[src/rtl/accum_seq_8bits_pkg.sv]
// Shared types and constants for the 8-bit sequential accumulator:
// FSM state encoding, saturation limits and the operand-count port width.
package accum_seq_8bits_pkg;

    localparam int WIDTH   = 8;
    localparam int N_OPS_W = 5;

    localparam logic [WIDTH-1:0] SAT_POS = 8'h7F;
    localparam logic [WIDTH-1:0] SAT_NEG = 8'h80;

    typedef enum logic [1:0] {
        ST_IDLE  = 2'd0,
        ST_ACCUM = 2'd1,
        ST_DONE  = 2'd2
    } state_t;

    // An overflow always moves away from the sign of the accumulator it started from.
    function automatic logic [WIDTH-1:0] sat_limit(input logic acc_neg);
        return acc_neg ? SAT_NEG : SAT_POS;
    endfunction

endpackage

[src/rtl/accum_seq_8bits_if.sv]
// Burst setup, operand stream and result stream of the accumulator.
// The master drives the requests; the slave is the accumulator.
interface accum_seq_8bits_if;
    import accum_seq_8bits_pkg::*;

    logic               start;
    logic [N_OPS_W-1:0] n_ops;
    logic [WIDTH-1:0]   init;
    logic               in_valid;
    logic               in_ready;
    logic [WIDTH-1:0]   in_data;
    logic               in_sub;
    logic               out_valid;
    logic               out_ready;
    logic [WIDTH-1:0]   out_acc;
    logic               out_ov;
    logic               busy;

    modport master (
        output start, n_ops, init, in_valid, in_data, in_sub, out_ready,
        input  in_ready, out_valid, out_acc, out_ov, busy
    );

    modport slave (
        input  start, n_ops, init, in_valid, in_data, in_sub, out_ready,
        output in_ready, out_valid, out_acc, out_ov, busy
    );

endinterface

[src/rtl/accum_seq_8bits_addsub.sv]
// Combinational 8-bit signed add/subtract stage: w = a + b (m=0) or a - b (m=1),
// with ov_flag raised on signed overflow.
module accum_seq_8bits_addsub
    import accum_seq_8bits_pkg::*;
(
    input  logic [WIDTH-1:0] a,
    input  logic [WIDTH-1:0] b,
    input  logic             m,
    output logic [WIDTH-1:0] w,
    output logic             ov_flag
);

    logic [WIDTH-1:0] b_eff;

    // Subtraction is a + ~b + 1, so overflow reduces to the addition rule on b_eff.
    assign b_eff   = m ? ~b : b;
    assign w       = a + b_eff + WIDTH'(m);
    assign ov_flag = (a[WIDTH-1] == b_eff[WIDTH-1]) && (w[WIDTH-1] != a[WIDTH-1]);

endmodule

[src/rtl/accum_seq_8bits.sv]
// Sequential signed accumulator: loads init, folds a burst of operands through
// the add/sub stage, then holds the final sum and sticky overflow until taken.
//
// state    | meaning
// ST_IDLE  | waiting for start; acc keeps the last result
// ST_ACCUM | in_ready high, one operand accepted per handshake
// ST_DONE  | out_valid high, result held until out_ready
module accum_seq_8bits
    import accum_seq_8bits_pkg::*;
#(
    parameter int MAX_OPS  = 16,
    parameter bit SATURATE = 1'b0
) (
    input  logic               clk,
    input  logic               rst,
    accum_seq_8bits_if.slave   bus
);

    localparam int CNT_W = $clog2(MAX_OPS + 1);

    state_t             state;
    logic [WIDTH-1:0]   acc;
    logic [WIDTH-1:0]   sum;
    logic [WIDTH-1:0]   acc_next;
    logic [CNT_W-1:0]   cnt;
    logic [CNT_W-1:0]   n_ops_clamped;
    logic               ov;
    logic               ov_flag;
    logic               in_ready_q;
    logic               out_valid_q;
    logic               busy_q;
    logic               hs;

    accum_seq_8bits_addsub u_addsub (
        .a       (acc),
        .b       (bus.in_data),
        .m       (bus.in_sub),
        .w       (sum),
        .ov_flag (ov_flag)
    );

    always_comb begin
        if (int'(bus.n_ops) > MAX_OPS) n_ops_clamped = CNT_W'(MAX_OPS);
        else                           n_ops_clamped = CNT_W'(bus.n_ops);
    end

    assign acc_next = (SATURATE && ov_flag) ? sat_limit(acc[WIDTH-1]) : sum;
    assign hs       = bus.in_valid && in_ready_q;

    always_ff @(posedge clk or posedge rst) begin
        if (rst) begin
            state       <= ST_IDLE;
            acc         <= '0;
            cnt         <= '0;
            ov          <= 1'b0;
            in_ready_q  <= 1'b0;
            out_valid_q <= 1'b0;
            busy_q      <= 1'b0;
        end else begin
            case (state)
                ST_IDLE: begin
                    if (bus.start) begin
                        acc    <= bus.init;
                        ov     <= 1'b0;
                        busy_q <= 1'b1;
                        if (n_ops_clamped != '0) begin
                            cnt        <= n_ops_clamped;
                            in_ready_q <= 1'b1;
                            state      <= ST_ACCUM;
                        end else begin
                            out_valid_q <= 1'b1;
                            state       <= ST_DONE;
                        end
                    end
                end
                ST_ACCUM: begin
                    if (hs) begin
                        acc <= acc_next;
                        ov  <= ov | ov_flag;
                        cnt <= cnt - 1'b1;
                        if (cnt == CNT_W'(1)) begin
                            in_ready_q  <= 1'b0;
                            out_valid_q <= 1'b1;
                            state       <= ST_DONE;
                        end
                    end
                end
                ST_DONE: begin
                    if (bus.out_ready) begin
                        out_valid_q <= 1'b0;
                        busy_q      <= 1'b0;
                        state       <= ST_IDLE;
                    end
                end
                default: begin
                    in_ready_q  <= 1'b0;
                    out_valid_q <= 1'b0;
                    busy_q      <= 1'b0;
                    state       <= ST_IDLE;
                end
            endcase
        end
    end

    assign bus.in_ready  = in_ready_q;
    assign bus.out_valid = out_valid_q;
    assign bus.out_acc   = acc;
    assign bus.out_ov    = ov;
    assign bus.busy      = busy_q;

endmodule

[src/flat_wrapper.sv]
// flat-port wrapper written by rule: the top's interface ports become plain ports
module accum_seq_8bits_flat import accum_seq_8bits_pkg::*;
#(
    parameter int MAX_OPS  = 16,
    parameter bit SATURATE = 1'b0
)
  (clk, rst, bus_start, bus_n_ops, bus_init, bus_in_valid, bus_in_data, bus_in_sub, bus_out_ready, bus_in_ready, bus_out_valid, bus_out_acc, bus_out_ov, bus_busy);
  accum_seq_8bits_if bus_i ();
  input  logic clk;
  input  logic rst;
  input wire logic [$bits(bus_i.start)-1:0] bus_start;
  input wire logic [$bits(bus_i.n_ops)-1:0] bus_n_ops;
  input wire logic [$bits(bus_i.init)-1:0] bus_init;
  input wire logic [$bits(bus_i.in_valid)-1:0] bus_in_valid;
  input wire logic [$bits(bus_i.in_data)-1:0] bus_in_data;
  input wire logic [$bits(bus_i.in_sub)-1:0] bus_in_sub;
  input wire logic [$bits(bus_i.out_ready)-1:0] bus_out_ready;
  output wire logic [$bits(bus_i.in_ready)-1:0] bus_in_ready;
  output wire logic [$bits(bus_i.out_valid)-1:0] bus_out_valid;
  output wire logic [$bits(bus_i.out_acc)-1:0] bus_out_acc;
  output wire logic [$bits(bus_i.out_ov)-1:0] bus_out_ov;
  output wire logic [$bits(bus_i.busy)-1:0] bus_busy;
  assign bus_i.start = bus_start;
  assign bus_i.n_ops = bus_n_ops;
  assign bus_i.init = bus_init;
  assign bus_i.in_valid = bus_in_valid;
  assign bus_i.in_data = bus_in_data;
  assign bus_i.in_sub = bus_in_sub;
  assign bus_i.out_ready = bus_out_ready;
  assign bus_in_ready = bus_i.in_ready;
  assign bus_out_valid = bus_i.out_valid;
  assign bus_out_acc = bus_i.out_acc;
  assign bus_out_ov = bus_i.out_ov;
  assign bus_busy = bus_i.busy;
  accum_seq_8bits #(.MAX_OPS(MAX_OPS), .SATURATE(SATURATE)) u_core (.clk(clk), .rst(rst), .bus(bus_i));
endmodule
[config.mk]
export PLATFORM = sky130hd
export DESIGN_NAME = accum_seq_8bits_flat
export DESIGN_NICKNAME = d
export VERILOG_FILES = /design/src/rtl/accum_seq_8bits_pkg.sv /design/src/rtl/accum_seq_8bits_if.sv /design/src/rtl/accum_seq_8bits_addsub.sv /design/src/rtl/accum_seq_8bits.sv /design/src/flat_wrapper.sv
export SDC_FILE = /design/constraint.sdc
export NUM_CORES = 1
export LEC_CHECK = 0
export ABC_AREA = 1
export BUFFER_PORTS_ARGS = -buffer_cell sky130_fd_sc_hd__buf_2
export CAP_MARGIN = 5
export CORE_MARGIN = 1.5
export CORE_UTILIZATION = 54
export DETAILED_ROUTE_END_ITERATION = 10
export PLACE_DENSITY_LB_ADDON = 0.08
export SYNTH_ARGS = -nofsm -noshare
export SYNTH_HDL_FRONTEND = slang
export SYNTH_HIERARCHICAL = 1
export SYNTH_SLANG_ARGS = --single-unit
export TNS_END_PERCENT = 10
[constraint.sdc]
create_clock -name clk -period 3.5 [get_ports clk]
set_input_delay 0.525 -clock clk [delete_from_list [all_inputs] [get_ports clk]]
set_output_delay 0.525 -clock clk [all_outputs]
set_load 0.02 [all_outputs]
Word-level counts from Yosys, hierarchy flattened

Cells that the tools add are included.

Bitwise gates (word level): 4
$lt $le $gt $ge: 1
Muxes and demuxes: 31
Reductions and logical operators: 11
Add/sub/neg operators: 3
Equal/unequal tests: 11

Operators with widths:

| kind                                                 | number |
|---|---|
| 2-to-1 mux 8 bit                                     | 3 |
| 2-to-1 mux 5 bit                                     | 4 |
| case mux 8 bit (2 select lines)                      | 1 |
| 2-to-1 mux 1 bit                                     | 12 |
| 2-to-1 mux 2 bit                                     | 5 |
| case mux 5 bit (2 select lines)                      | 1 |
| AND reduction 5 bit                                  | 2 |
| case mux 1 bit (3 select lines)                      | 3 |
| adder 8 x 1 -> 8 bit                                 | 1 |
| adder 8 bit                                          | 1 |
| NOT 8 bit                                            | 1 |
| AND reduction 4 bit                                  | 2 |
| != test 2 x 1 -> 1 bit (second input constant)       | 3 |
| != test 2 bit (second input constant)                | 3 |
| case mux 2 bit (3 select lines)                      | 1 |
| AND reduction 3 bit                                  | 2 |
| equality test 5 x 1 -> 1 bit (second input constant) | 1 |
| > comparator 5 bit (second input constant)           | 1 |
| nonzero test 5 bit                                   | 1 |
| subtractor 5 x 1 -> 5 bit (second input constant)    | 1 |
| equality test 2 x 1 -> 1 bit (second input constant) | 1 |
| equality test 2 bit (second input constant)          | 1 |
| logical AND 1 bit                                    | 2 |
| zero test 2 bit                                      | 1 |
| other kinds (6)                                      | 7 |

Register bits after elaboration: 19
Word-level logic and storage cells: 68
Output and inout port bits: 12
Bits of input ports: 27

Longest topological paths before layout

Depth in word-level cells: 9
Depth in mapped cells: 15
Mapped depth without buffers: 14

Modules after synthesis

Netlist, hierarchy kept.

Modules (own cells, without submodules):

| module                 | area an instance (µm²) | instances | cells each |
|---|---|---|---|
| accum_seq_8bits        | 1079.8                 | 1         | 142 |
| accum_seq_8bits_addsub | 498.0                  | 1         | 83 |

Worst setup path after synthesis

OpenSTA, ideal clock, no wires.

Path type: input-to-reg
Start: in bus_in_sub
End: reg u_core.acc[7] (netlist: u_core/bus.out_acc[7])
Buffers on the path: 1
Stages on the path: 15
Setup time: 0.119 ns
Setup slack: 1.502 ns
Arrival time: 1.879 ns
Cell sequence: buf_6 > xnor2_1 > inv_1 > ha_1 > nand2_1 > inv_1 > nand3_2 > nand2_2 > nand2_2 > nand2_1 > nand2_1 > nand2_1 > nand2_1 > nand3_2 > o21a_1

Word-level cells in the longest chain between the ends: 5

Ends and longest elaborated chain:

| what                              | RTL line                     | RTL |
|---|---|---|
| from (decl)                       | flat_wrapper.sv:16           | `input wire logic [$bits(bus_i.in_sub)-1:0] bus_in_sub;` |
| 2-to-1 mux 8 bit                  | accum_seq_8bits_addsub.sv:16 | `assign b_eff = m ? ~b : b;` |
| adder 8 bit                       | accum_seq_8bits_addsub.sv:17 | `assign w = a + b_eff + WIDTH'(m);` |
| adder 8 x 1 -> 8 bit *            | accum_seq_8bits_addsub.sv:17 |  |
| via u_core.acc_next[7]            | accum_seq_8bits.sv:24        | `logic [WIDTH-1:0] acc_next;` |
| 2-to-1 mux 8 bit *                | accum_seq_8bits.sv:77        | `if (hs) begin` |
| case mux 8 bit (2 select lines) * | accum_seq_8bits.sv:60        | `case (state)` |
| to (signal assigned)              | accum_seq_8bits.sv:63        | `acc <= bus.init;` |
| to (signal assigned)              | accum_seq_8bits.sv:78        | `acc <= acc_next;` |
| to (decl)                         | accum_seq_8bits.sv:22        | `logic [WIDTH-1:0] acc;` |

The timed path passes the listed nets; every way through them passes the cells marked *. The select of a mux whose other input is x is not followed.
A chain may end at the register's enable or synchronous reset.

Final worst setup path

Same ends and word-level chain as after synthesis.

==> impl_results.html <==
<table>
<tr><th>Metric</th><th>Value</th></tr>
<tr><th colspan="2">Setup path</th></tr>
<tr><td>Slack of the worst reg-to-reg path</td><td>1.69 ns</td></tr>
<tr><td>Type of origin of the critical path</td><td>primary input</td></tr>
<tr><td>Data arrival time of the worst path</td><td>2.12 ns</td></tr>
<tr><td>Worst reg-to-reg path cell count</td><td>11</td></tr>
<tr><td>Crit end category</td><td>register</td></tr>
<tr><td>Endpoint of the worst register-to-register path</td><td>u_core/bus.out_acc[6]$_DFFE_PP0P_</td></tr>
<tr><td>Critical setup path kind</td><td>in2reg</td></tr>
<tr><td>Crit path max fanout</td><td>9</td></tr>
<tr><td>Startpoint of the worst-slack reg-to-reg timing path</td><td>u_core/bus.out_acc[0]$_DFFE_PP0P_</td></tr>
<tr><td>Required time reported for the critical path endpoint</td><td>3.71 ns</td></tr>
<tr><th colspan="2">Timing</th></tr>
<tr><td>Shortest period the worst path allows</td><td>1.91 ns</td></tr>
<tr><td>Fmax</td><td>523 MHz</td></tr>
<tr><td>Final-layout setup total negative slack</td><td>0 ns</td></tr>
<tr><td>Crit path setup slack, layout</td><td>1.59 ns</td></tr>
<tr><td>Setup-violating endpoint count in the final report</td><td>0</td></tr>
<tr><td>Crit share post-route</td><td>54.6%</td></tr>
<tr><td>Hold Violations, Final</td><td>0</td></tr>
<tr><td>Worst max-slew margin expressed relative to the limit</td><td>50.6%</td></tr>
<tr><td>Worst-Margin Slew</td><td>0.741 ns</td></tr>
<tr><td>Clock tree skew after final layout</td><td>0.00159 ns</td></tr>
<tr><td>Final Slew Violations</td><td>0</td></tr>
<tr><td>Setup repair after global routing missed its margin</td><td>false</td></tr>
<tr><th colspan="2">Global routing</th></tr>
<tr><td>Grt ovf</td><td>0</td></tr>
<tr><td>Via count of the first global-routing pass</td><td>1256</td></tr>
<tr><td>GRT Overall Usage</td><td>20.0%</td></tr>
<tr><td>Global-route wire length before repair</td><td>5270 um</td></tr>
<tr><td>Initial antenna violation count</td><td>0</td></tr>
<tr><td>Largest net degree at the start of global routing</td><td>20</td></tr>
<tr><th colspan="2">Place</th></tr>
<tr><td>Weighted congestion reported at the end of routability-driven placement</td><td>0.800</td></tr>
<tr><td>Port bufs</td><td>38</td></tr>
<tr><td>HPWL after detailed placement</td><td>2500 um</td></tr>
<tr><td>DP Cell Count</td><td>290</td></tr>
<tr><td>Worst setup slack after placement</td><td>1.27 ns</td></tr>
<tr><th colspan="2">Die</th></tr>
<tr><td>Starting Density</td><td>57.2%</td></tr>
<tr><td>Full die area</td><td>3260 um^2</td></tr>
<tr><td>Die width</td><td>57.1 um</td></tr>
<tr><td>Floorplan Core Area</td><td>2760 um^2</td></tr>
<tr><td>Die height</td><td>57.1 um</td></tr>
<tr><td>Top-Level Pins</td><td>39</td></tr>
<tr><td>Number of rows created at floorplan</td><td>19</td></tr>
<tr><th colspan="2">CTS</th></tr>
<tr><td>Cts bufs inserted</td><td>3</td></tr>
<tr><td>Worst-skew pair later-pin latency</td><td>0.30 ns</td></tr>
<tr><td>Count of clock tree sinks</td><td>19</td></tr>
<tr><td>CTS H-Tree Depth</td><td>1</td></tr>
<tr><td>TritonCTS clock tree</td><td>done</td></tr>
<tr><td>Cells resized by post-CTS repair</td><td>0</td></tr>
<tr><td>Number of buffers between clock root and the deepest sink</td><td>2</td></tr>
<tr><td>Clock transition at the registers of the reported paths</td><td>0.12 ns</td></tr>
<tr><td>Hold-fix buffers, CTS</td><td>0</td></tr>
<tr><td>Clock tree root buffer cell</td><td>clkbuf_4</td></tr>
<tr><td>Buffers inserted during post-CTS setup optimization</td><td>0</td></tr>
<tr><th colspan="2">Drt</th></tr>
<tr><td>Number of antenna-violating nets in the routed design</td><td>0</td></tr>
<tr><td>Number of vias per cell</td><td>5.04</td></tr>
<tr><td>Detailed-route via count</td><td>1483</td></tr>
<tr><td>Number of detailed-route iterations in the first pass</td><td>4</td></tr>
<tr><td>Number of remaining DRC errors</td><td>0</td></tr>
<tr><td>Detailed-route wire length</td><td>3160 um</td></tr>
<tr><td>Iteration-0 DRC count of the detailed router</td><td>36</td></tr>
<tr><td>Wire per inst</td><td>10.7 um</td></tr>
<tr><th colspan="2">Yosys</th></tr>
<tr><td>Sequential share of the synthesized area</td><td>30.1%</td></tr>
<tr><td>Distinct cell type count after synthesis</td><td>26</td></tr>
<tr><td>Main area contributors after synthesis</td><td>dfrtp_1 (30%), nand2_1 (18%), inv_1 (7.6%), nand3_1 (7.0%), ha_1 (6.3%)</td></tr>
<tr><td>Area leader, netlist</td><td>dfrtp_1</td></tr>
<tr><td>Synthesized netlist cell count</td><td>225</td></tr>
<tr><td>Post-synth design cell area</td><td>1580 um^2</td></tr>
<tr><td>Synth top area share</td><td>30.1%</td></tr>
<tr><td>Post-synthesis register bit count</td><td>19</td></tr>
<tr><td>Warnings, synthesis</td><td>6</td></tr>
<tr><td>Synthesized Nets</td><td>261</td></tr>
<tr><td>Post-synthesis average cell area</td><td>7.01 um^2</td></tr>
<tr><th colspan="2">Finish</th></tr>
<tr><td>Commonest non-fill, non-tap cells in the layout</td><td>nand2_1 (75), buf_2 (38), inv_1 (32)</td></tr>
<tr><td>Total number of nets in the final design</td><td>300</td></tr>
<tr><td>Layout area overhead</td><td>14.2%</td></tr>
<tr><td>Number of antenna diodes</td><td>0</td></tr>
<tr><td>Most frequent standard cell in the layout excluding fill and tap cells</td><td>nand2_1</td></tr>
<tr><td>Cell Count, Final, Fillers Out</td><td>294</td></tr>
<tr><td>Ratio of cells with drive above 1 in the final layout</td><td>22.8%</td></tr>
<tr><td>Filler instances</td><td>270</td></tr>
<tr><th colspan="2">Worst hold path</th></tr>
<tr><td>Hold Crit Class</td><td>in2async</td></tr>
<tr><th colspan="2">Power</th></tr>
<tr><td>Leakage component of the power</td><td>1.04 nW</td></tr>
<tr><td>Power per cell area</td><td>878 nW/um^2</td></tr>
<tr><td>Worst ir drop on vdd</td><td>0.576 mV</td></tr>
<tr><th colspan="2">Job</th></tr>
<tr><td>Number of maximum-capacitance constraint violations</td><td>0</td></tr>
<tr><th colspan="2">Outcome</th></tr>
<tr><td>Status</td><td>finished clean</td></tr>
</table>
## worst max-delay path, stage by stage
cell and delay, ns:
buf_2 0.17, xnor2_1 0.28, inv_1 0.08, ha_1 0.28, nand2_1 0.07, inv_1 0.04, nand3_2 0.06, nand2_2 0.08
nand2_2 0.09, nand2_1 0.07, nand2_1 0.06, nand2_1 0.04, nand2_1 0.07, nand3_2 0.07, o21a_1 0.13
## area by class of cell
| type | count | area [um^2] | share of cell area [%] |
|---|---|---|---|
| inverters | 35 | 131 | 7.29 |
| multi-input cells | 167 | 936 | 51.9 |
| well taps | 31 | 38.8 | 2.15 |
| repair buffers | 38 | 190 | 10.6 |
| flip-flops and latches | 19 | 475 | 26.4 |
| clock inverters | 1 | 7.51 | 0.417 |
| clock buffers | 3 | 22.5 | 1.25 |
## cells by family (layout without fill, tap and decap cells)
logic type	after synthesis	after routing	synth area share, %
flip-flops	19	19	30.1
AND/OR/NAND/NOR	127	127	36.6
AO/OA/AOI/OAI	21	21	9.60
adder cells (fa/ha/maj)	9	9	7.61
buffers and inverters	39	77	10.5
XOR/XNOR	10	10	5.55
## worst max path at each step
stage                     startpoint                           endpoint  slack [ns]  depth (start not counted)
after floorplan           bus_in_sub  u_core/bus.out_acc[7]$_DFFE_PP0P_        1.50                         15
after global placement    bus_in_sub  u_core/bus.out_acc[7]$_DFFE_PP0P_        1.32                         15
after detailed placement  bus_in_sub  u_core/bus.out_acc[7]$_DFFE_PP0P_        1.27                         15
after CTS                 bus_in_sub  u_core/bus.out_acc[7]$_DFFE_PP0P_        1.60                         15
after global routing      bus_in_sub  u_core/bus.out_acc[5]$_DFFE_PP0P_        1.41                         15
final                     bus_in_sub  u_core/bus.out_acc[7]$_DFFE_PP0P_        1.59                         15
## cells in the mapped netlist
master   instances
a21o_1           1
a21oi_1          5
a21oi_4          1
a31oi_1          1
buf_2            1
buf_4            1
buf_6            2
dfrtp_1         19
fa_1             1
ha_1             8
inv_1           32
inv_2            3
nand2_1         75
nand2_2          6
nand2_4          2
nand3_1         22
nand3_2          4
nand4_1          5
nor2_1          12
o21a_1           8
o21ai_0          3
o21ai_1          1
o21ai_4          1
or2_4            1
xnor2_1          3
xor2_1           7
## report_power, final
part,internal (mW),switching [mW],total (mW)
logic,0.391,0.650,1.04
registers,0.326,0.0952,0.421
clock network,0.0435,0.0765,0.120
## routing by layer
layer	track usage (%)	vias to the layer above	wire length, um
met5	0	-	0
met4	1.99	0	0
met3	2.72	0	101
met2	34.0	23	1510
met1	28.2	677	1540
li1	-	783	-
## through the flow
step	hold WS, ns	utilization, %	area (um^2)	power [mW]
5_1_grt	0.388	65.3	1800	1.75
4_1_cts	0.343	65.3	1800	1.59
3_5_place_dp	0.453	64.2	1770	1.46
6_report	0.324	65.3	1800	1.58
3_3_place_gp	0.453	64.2	1770	1.45
2_1_floorplan	0.476	-	1580	1.25
## state kept, by name, indices dropped and copies added (netlist names)
signal	count
u_core/bus.out_acc	8
u_core/cnt	5
u_core/state	2
u_core/bus.busy	1
u_core/bus.in_ready	1
u_core/bus.out_ov	1
u_core/bus.out_valid	1
(Power assumes the default switching activity.)
